### config.mk
export PLATFORM = sky130hd
export DESIGN_NAME = window3x3_reducer
export DESIGN_NICKNAME = d
export VERILOG_FILES = /design/src/rtl/window3x3_reducer.sv
export SDC_FILE = /design/constraint.sdc
export NUM_CORES = 1
export LEC_CHECK = 0
export BUFFER_PORTS_ARGS = -buffer_cell sky130_fd_sc_hd__buf_2
export CAP_MARGIN = 20
export CORE_ASPECT_RATIO = 0.5
export CORE_MARGIN = 2
export CORE_UTILIZATION = 45
export DETAILED_ROUTE_END_ITERATION = 10
export GPL_TIMING_DRIVEN = 0
export HOLD_SLACK_MARGIN = 0.05
export PLACE_DENSITY = 0.61
export SETUP_SLACK_MARGIN = 0.2
export SYNTH_ARGS = -nofsm -noshare
export SYNTH_HDL_FRONTEND = slang
export SYNTH_SLANG_ARGS = --single-unit
### constraint.sdc
create_clock -name clk -period 14.75 [get_ports clk]
set_input_delay 2.2125 -clock clk [delete_from_list [all_inputs] [get_ports clk]]
set_output_delay 2.2125 -clock clk [all_outputs]
set_load 0.1 [all_outputs]
### src/rtl/window3x3_reducer.sv
// 3x3 window reducer: collects nine slot-tagged neighbour samples (zero for
// out-of-image slots), then reduces them to median, max, min or mean and
// presents the result on a ready/valid port.
// Optional feature macro: WIN_REDUCE_MEAN_EN enables the mean operation for
// op_sel=11; without it op_sel=11 selects the median.
module window3x3_reducer #(
   parameter int unsigned DW    = 8,
   parameter int unsigned IDX_W = 4
) (
   input  logic             clk,
   input  logic             rst,
   input  logic [1:0]       op_sel,
   input  logic             in_valid,
   output logic             in_ready,
   input  logic [IDX_W-1:0] in_idx,
   input  logic             in_eff,
   input  logic [DW-1:0]    in_data,
   input  logic             in_last,
   output logic             out_valid,
   input  logic             out_ready,
   output logic [DW-1:0]    out_data,
   output logic             out_last,
   output logic             frame_done
);

   localparam int unsigned NSLOT    = 9;
   localparam int unsigned SEL_W    = 4;
   localparam int unsigned PASS_W   = 3;
   localparam int unsigned MED_LAST = 4;
   localparam logic [1:0]  OP_MED   = 2'b00;
   localparam logic [1:0]  OP_MAX   = 2'b01;
   localparam logic [1:0]  OP_MIN   = 2'b10;
   localparam logic [1:0]  OP_MEAN  = 2'b11;

   typedef enum logic [1:0] {S_COLLECT, S_CALC, S_HOLD} state_t;

   state_t              state_q, state_d;
   logic [DW-1:0]       slot_q [NSLOT];
   logic [DW-1:0]       slot_d [NSLOT];
   logic [NSLOT-1:0]    mask_q, mask_d;
   logic [PASS_W-1:0]   pass_q, pass_d;
   logic [1:0]          op_q, op_d;
   logic                last_q, last_d;
   logic                in_ready_q, in_ready_d;
   logic                out_valid_q, out_valid_d;
   logic [DW-1:0]       out_data_q, out_data_d;
   logic                out_last_q, out_last_d;

   logic [DW-1:0]       max_val_c;
   logic [SEL_W-1:0]    max_idx_c;
   logic                max_found_c;
   logic [DW-1:0]       min_val_c;
   logic [1:0]          op_eff_c;
   logic                accept_c;

   assign accept_c = in_valid & in_ready_q & (state_q == S_COLLECT);

   // Operation captured with slot 8; mean folds to median when not built in
`ifdef WIN_REDUCE_MEAN_EN
   assign op_eff_c = op_sel;
`else
   assign op_eff_c = (op_sel == OP_MEAN) ? OP_MED : op_sel;
`endif

`ifdef WIN_REDUCE_MEAN_EN
   localparam int unsigned SUM_W = DW + 4;
   localparam int unsigned MUL_W = SUM_W + 13;
   logic [SUM_W-1:0] sum_c;
   logic [MUL_W-1:0] prod_c;
   logic [DW-1:0]    mean_c;

   // Window sum and divide-by-9 via reciprocal multiply
   always_comb begin
      sum_c = '0;
      for (int i = 0; i < NSLOT; i++) sum_c = sum_c + SUM_W'(slot_q[i]);
   end
   assign prod_c = MUL_W'(sum_c) * MUL_W'(7282);
   assign mean_c = DW'(prod_c >> 16);
`endif

   // Max over unmasked slots (strict compare keeps lowest index on ties) and min over all
   always_comb begin
      max_val_c   = '0;
      max_idx_c   = '0;
      max_found_c = 1'b0;
      min_val_c   = slot_q[0];
      for (int i = 0; i < NSLOT; i++) begin
         if (!mask_q[i] && (!max_found_c || slot_q[i] > max_val_c)) begin
            max_val_c   = slot_q[i];
            max_idx_c   = SEL_W'(i);
            max_found_c = 1'b1;
         end
         if (slot_q[i] < min_val_c) min_val_c = slot_q[i];
      end
   end

   // Next-state and datapath updates
   always_comb begin
      state_d     = state_q;
      slot_d      = slot_q;
      mask_d      = mask_q;
      pass_d      = pass_q;
      op_d        = op_q;
      last_d      = last_q;
      out_valid_d = out_valid_q;
      out_data_d  = out_data_q;
      out_last_d  = out_last_q;
      case (state_q)
         S_COLLECT: begin
            if (accept_c) begin
               for (int i = 0; i < NSLOT; i++) begin
                  if (in_idx == IDX_W'(i)) slot_d[i] = in_eff ? in_data : '0;
               end
               if (in_idx == IDX_W'(NSLOT - 1)) begin
                  op_d    = op_eff_c;
                  last_d  = in_last;
                  pass_d  = '0;
                  state_d = S_CALC;
               end
            end
         end
         S_CALC: begin
            case (op_q)
               OP_MAX: begin
                  out_data_d  = max_val_c;
                  out_valid_d = 1'b1;
                  out_last_d  = last_q;
                  state_d     = S_HOLD;
               end
               OP_MIN: begin
                  out_data_d  = min_val_c;
                  out_valid_d = 1'b1;
                  out_last_d  = last_q;
                  state_d     = S_HOLD;
               end
`ifdef WIN_REDUCE_MEAN_EN
               OP_MEAN: begin
                  out_data_d  = mean_c;
                  out_valid_d = 1'b1;
                  out_last_d  = last_q;
                  state_d     = S_HOLD;
               end
`endif
               default: begin
                  for (int i = 0; i < NSLOT; i++) begin
                     if (max_idx_c == SEL_W'(i)) mask_d[i] = 1'b1;
                  end
                  pass_d = PASS_W'(pass_q + 1'b1);
                  if (pass_q == PASS_W'(MED_LAST)) begin
                     out_data_d  = max_val_c;
                     out_valid_d = 1'b1;
                     out_last_d  = last_q;
                     state_d     = S_HOLD;
                  end
               end
            endcase
         end
         S_HOLD: begin
            if (out_ready) begin
               out_valid_d = 1'b0;
               out_last_d  = 1'b0;
               mask_d      = '0;
               for (int i = 0; i < NSLOT; i++) slot_d[i] = '0;
               state_d     = S_COLLECT;
            end
         end
         default: state_d = S_COLLECT;
      endcase
   end

   assign in_ready_d = (state_d == S_COLLECT);

   // State and datapath registers
   always_ff @(posedge clk or posedge rst) begin
      if (rst) begin
         state_q     <= S_COLLECT;
         for (int i = 0; i < NSLOT; i++) slot_q[i] <= '0;
         mask_q      <= '0;
         pass_q      <= '0;
         op_q        <= OP_MED;
         last_q      <= 1'b0;
         in_ready_q  <= 1'b0;
         out_valid_q <= 1'b0;
         out_data_q  <= '0;
         out_last_q  <= 1'b0;
      end else begin
         state_q     <= state_d;
         slot_q      <= slot_d;
         mask_q      <= mask_d;
         pass_q      <= pass_d;
         op_q        <= op_d;
         last_q      <= last_d;
         in_ready_q  <= in_ready_d;
         out_valid_q <= out_valid_d;
         out_data_q  <= out_data_d;
         out_last_q  <= out_last_d;
      end
   end

   assign in_ready   = in_ready_q;
   assign out_valid  = out_valid_q;
   assign out_data   = out_data_q;
   assign out_last   = out_last_q;
   // Pulses in the handshake cycle of the frame's last result
   assign frame_done = (state_q == S_HOLD) & out_ready & out_last_q;

endmodule
==> results.cfg <==
[synthesis]
yosys_warnings = 0
synth-seq-cells = 100
synth_cells = 1109
synth_edf_count = 0
synthesis.nets = 1253
postSynthAreaPerCell_um2 = 8.536
synth_async_sr_flop_share_pct = 100.0
ys_seq_area_share_pct = 26.43
ys.flop_type = dfrtp_1
synthesis.area_um2 = 9467
synthDistinctLibCells = 68

[outcome]
status = finished clean

[drt]
post_drt_wl_per_cell_um = 22.34
drc_errors = 0
maxUsedRoutingLayer = met4
drt_iter0_drc = 588
dr.pass1.iters = 8
ant_nets = 0
routed_wl_um = 34490
vias = 9740
wl_met2_um = 15650
wl_met3_um = 2308
via_per_inst = 6.308
wl_met1_um = 15050

[clocking]
cts_sinks = 100
cts.htree.levels = 3
clkLatencyLatePin_ps = 370
ctsRootBufferMaster = clkbuf_16
cts_buffers = 9
cts_tree = done
clk_pin_slew_ps = 80
clock_path_buffers = 2

[setup_path]
cp.arrival_ps = 14600
crit_path_max_fanout = 9
r2r_cells = 76
r2r_end = mask_q[2]$_DFFE_PP0P_
cpMaxStageDelayCell = or4_4
rrSetupSlack_ps = 440
crit_top_cell = o21a_1
criticalPathCategory = reg2reg
required_ps = 15040
crit_path_end_kind = register
regToRegStartpoint = mask_q[0]$_DFFE_PP0P_
start_kind = register
max_stage_delay_ps = 540

[worst_hold_path]
hp-class = reg2reg
min_path_cells = 2
min_to = out_last$_DFFE_PP0P_
min_from = last_q$_DFFE_PP0P_

[die]
start_util_pct = 45.95
dieArea_um2 = 22280
fp-row-count = 37
core_area_um2 = 20600
ios = 32
dieWidth_um = 209.1
dieHeight_um = 106.6

[timing]
period_minus_slack_ps = 14310
slew_headroom_pct = 26.25
tightest_slew_ps = 1106
skew_ps = 10.43
setup_viol_count_final = 0
timing.fmax_mhz = 69.89
rsz0062_at_grt = true
period_share_pct = 97.01
hold_violations = 0
slew_viol_final = 0

[cells_and_area]
stdcell_area_um2 = 13050
area_growth_pct = 37.80
fillers = 1674
seq_area_um2 = 2515
layout_commonest_cell = buf_4
drive_gt1_share_pct = 35.04
nets = 1409
multi_input_area_um2 = 8140
layout_common_cells = buf_4 (105), ha_1 (90), dfrtp_1 (90), nand2_1 (80), o21ai_0 (78)

[place]
dp_hpwl_um = 23650
routabilityCongestion = 0.8770
port_buffers = 31
place_area_um2 = 10020

[run]
maxCapViolCount = 0

[grt]
grt_start_max_net_pins = 70
grt_pass1_wl_um = 49580
grt_use_total_pct = 29.02
grt_pass1_vias = 9017
antenna_found_initial = 0
grt_overflow = 0
## metrics by stage
stage               utilization [%]  setup WS (ps)  cells  TNS (ps)  hold slack, ps
finish                        63.32          441.0   1544         0           483.1
global route                  63.31         -126.3   1543    -569.4           518.2
CTS                           54.57          206.7   1474         0           482.3
detailed placement            48.62          -3105   1414    -48560           463.0
global placement              48.47          -2842   1413    -44690           458.7
floorplan                         -          209.5   1109         0           446.0
## cells in the mapped netlist (3+ instances only)
cell type | number | share of area [%]
and2_1 | 20 | 1.3
mux2_2 | 50 | 5.9
nor3_1 | 15 | 0.79
nand3b_1 | 4 | 0.32
and3_1 | 23 | 1.5
clkbuf_1 | 36 | 1.4
nor2b_1 | 14 | 0.93
o21ai_0 | 98 | 5.2
nor2_1 | 56 | 2.2
a21boi_0 | 4 | 0.32
a31oi_1 | 19 | 1.3
nor3b_1 | 3 | 0.24
o211a_1 | 8 | 0.85
or3_1 | 4 | 0.26
a311oi_1 | 7 | 0.65
a211oi_1 | 14 | 1.1
a211oi_2 | 3 | 0.40
nor4_1 | 3 | 0.20
o2111ai_1 | 10 | 0.93
a211o_1 | 6 | 0.56
a21o_1 | 25 | 2.0
o211ai_1 | 15 | 1.2
nand2b_1 | 14 | 0.93
o31ai_1 | 10 | 0.79
a22o_1 | 10 | 0.93
o21ai_1 | 6 | 0.32
or2_2 | 4 | 0.26
a2111oi_0 | 9 | 0.83
o21bai_1 | 10 | 0.79
inv_1 | 82 | 3.3
buf_2 | 3 | 0.16
a21oi_1 | 75 | 4.0
mux2i_1 | 21 | 2.2
o21a_1 | 36 | 2.9
o211ai_2 | 4 | 0.53
nand3_1 | 17 | 0.90
nand2_1 | 89 | 3.5
nand4_1 | 14 | 0.93
o221ai_1 | 8 | 0.74
buf_6 | 3 | 0.36
dfrtp_1 | 100 | 26
ha_1 | 124 | 16
or4_1 | 3 | 0.24
## timing repair
action / CTS / global route
endpoints found under the hold margin: 0 / 0
gates resized for setup: 139 / 229
cloned: 1 / 0
setup endpoints to repair: 17 / 17
hold buffers: 0 / 0
setup buffers: 43 / 70
pin swaps: 21 / 75
## worst max-delay path: cells and delay by family (launching register included)
kind / cells / cell delay [ps]
AOI/OAI and AO/OA: 37 / 6680
adders and majority gates: 8 / 1940
buffers and inverters: 12 / 1690
DFF: 1 / 450
muxes: 2 / 680
and+or+nand+nor: 17 / 2740
## worst max path at each step
stage / cells after the start / from / slack (ps) / to
floorplan: 75 / mask_q[0]$_DFFE_PP0P_ / 210 / mask_q[1]$_DFFE_PP0P_
global route: 76 / mask_q[0]$_DFFE_PP0P_ / -130 / mask_q[0]$_DFFE_PP0P_
CTS: 76 / mask_q[0]$_DFFE_PP0P_ / 210 / mask_q[1]$_DFFE_PP0P_
global placement: 72 / mask_q[0]$_DFFE_PP0P_ / -2840 / out_data[0]$_DFFE_PP0P_
finish: 76 / mask_q[0]$_DFFE_PP0P_ / 440 / mask_q[2]$_DFFE_PP0P_
detailed placement: 73 / mask_q[0]$_DFFE_PP0P_ / -3100 / out_data[0]$_DFFE_PP0P_
## sequential cells by signal, summed over array words and instances, names as in the netlist, 2 cells and up
name,flops
slot_q,72
mask_q,9
out_data,8
pass_q,3
op_q,2
state_q,2
## per-layer routing
metal | global-route usage, % | up-vias
li1 | - | 4448
met1 | 38.32 | 4843
met2 | 45.76 | 355
met3 | 6.086 | 94
met4 | 13.47 | 0
met5 | 0 | -
## logic make-up (layout without fill, tap and decap cells)
kind of cell	Yosys count	count (layout)	share of synthesized area, %
muxes	71	71	8.168
adders and majority gates	124	124	16.39
AOI/OAI and AO/OA	392	392	28.01
and+or+nand+nor	294	294	15.61
buffers and inverters	128	289	5.393
other	0	1	0
DFF	100	100	26.43
## area by class of cell
cell class              instances  share of cell area [%]
plain buffers                  44                   2.503
repair buffers                146                   8.373
inverters                      83                   2.427
multi-input cells             881                   62.40
diodes                          1                 0.01918
clock buffers                  11                   1.861
clock inverters                 5                  0.5179
well taps                     273                   2.618
flip-flops and latches        100                   19.28
Power is not shown: default switching activity piles up to over one toggle a cycle in this logic, so the estimate is an artifact.
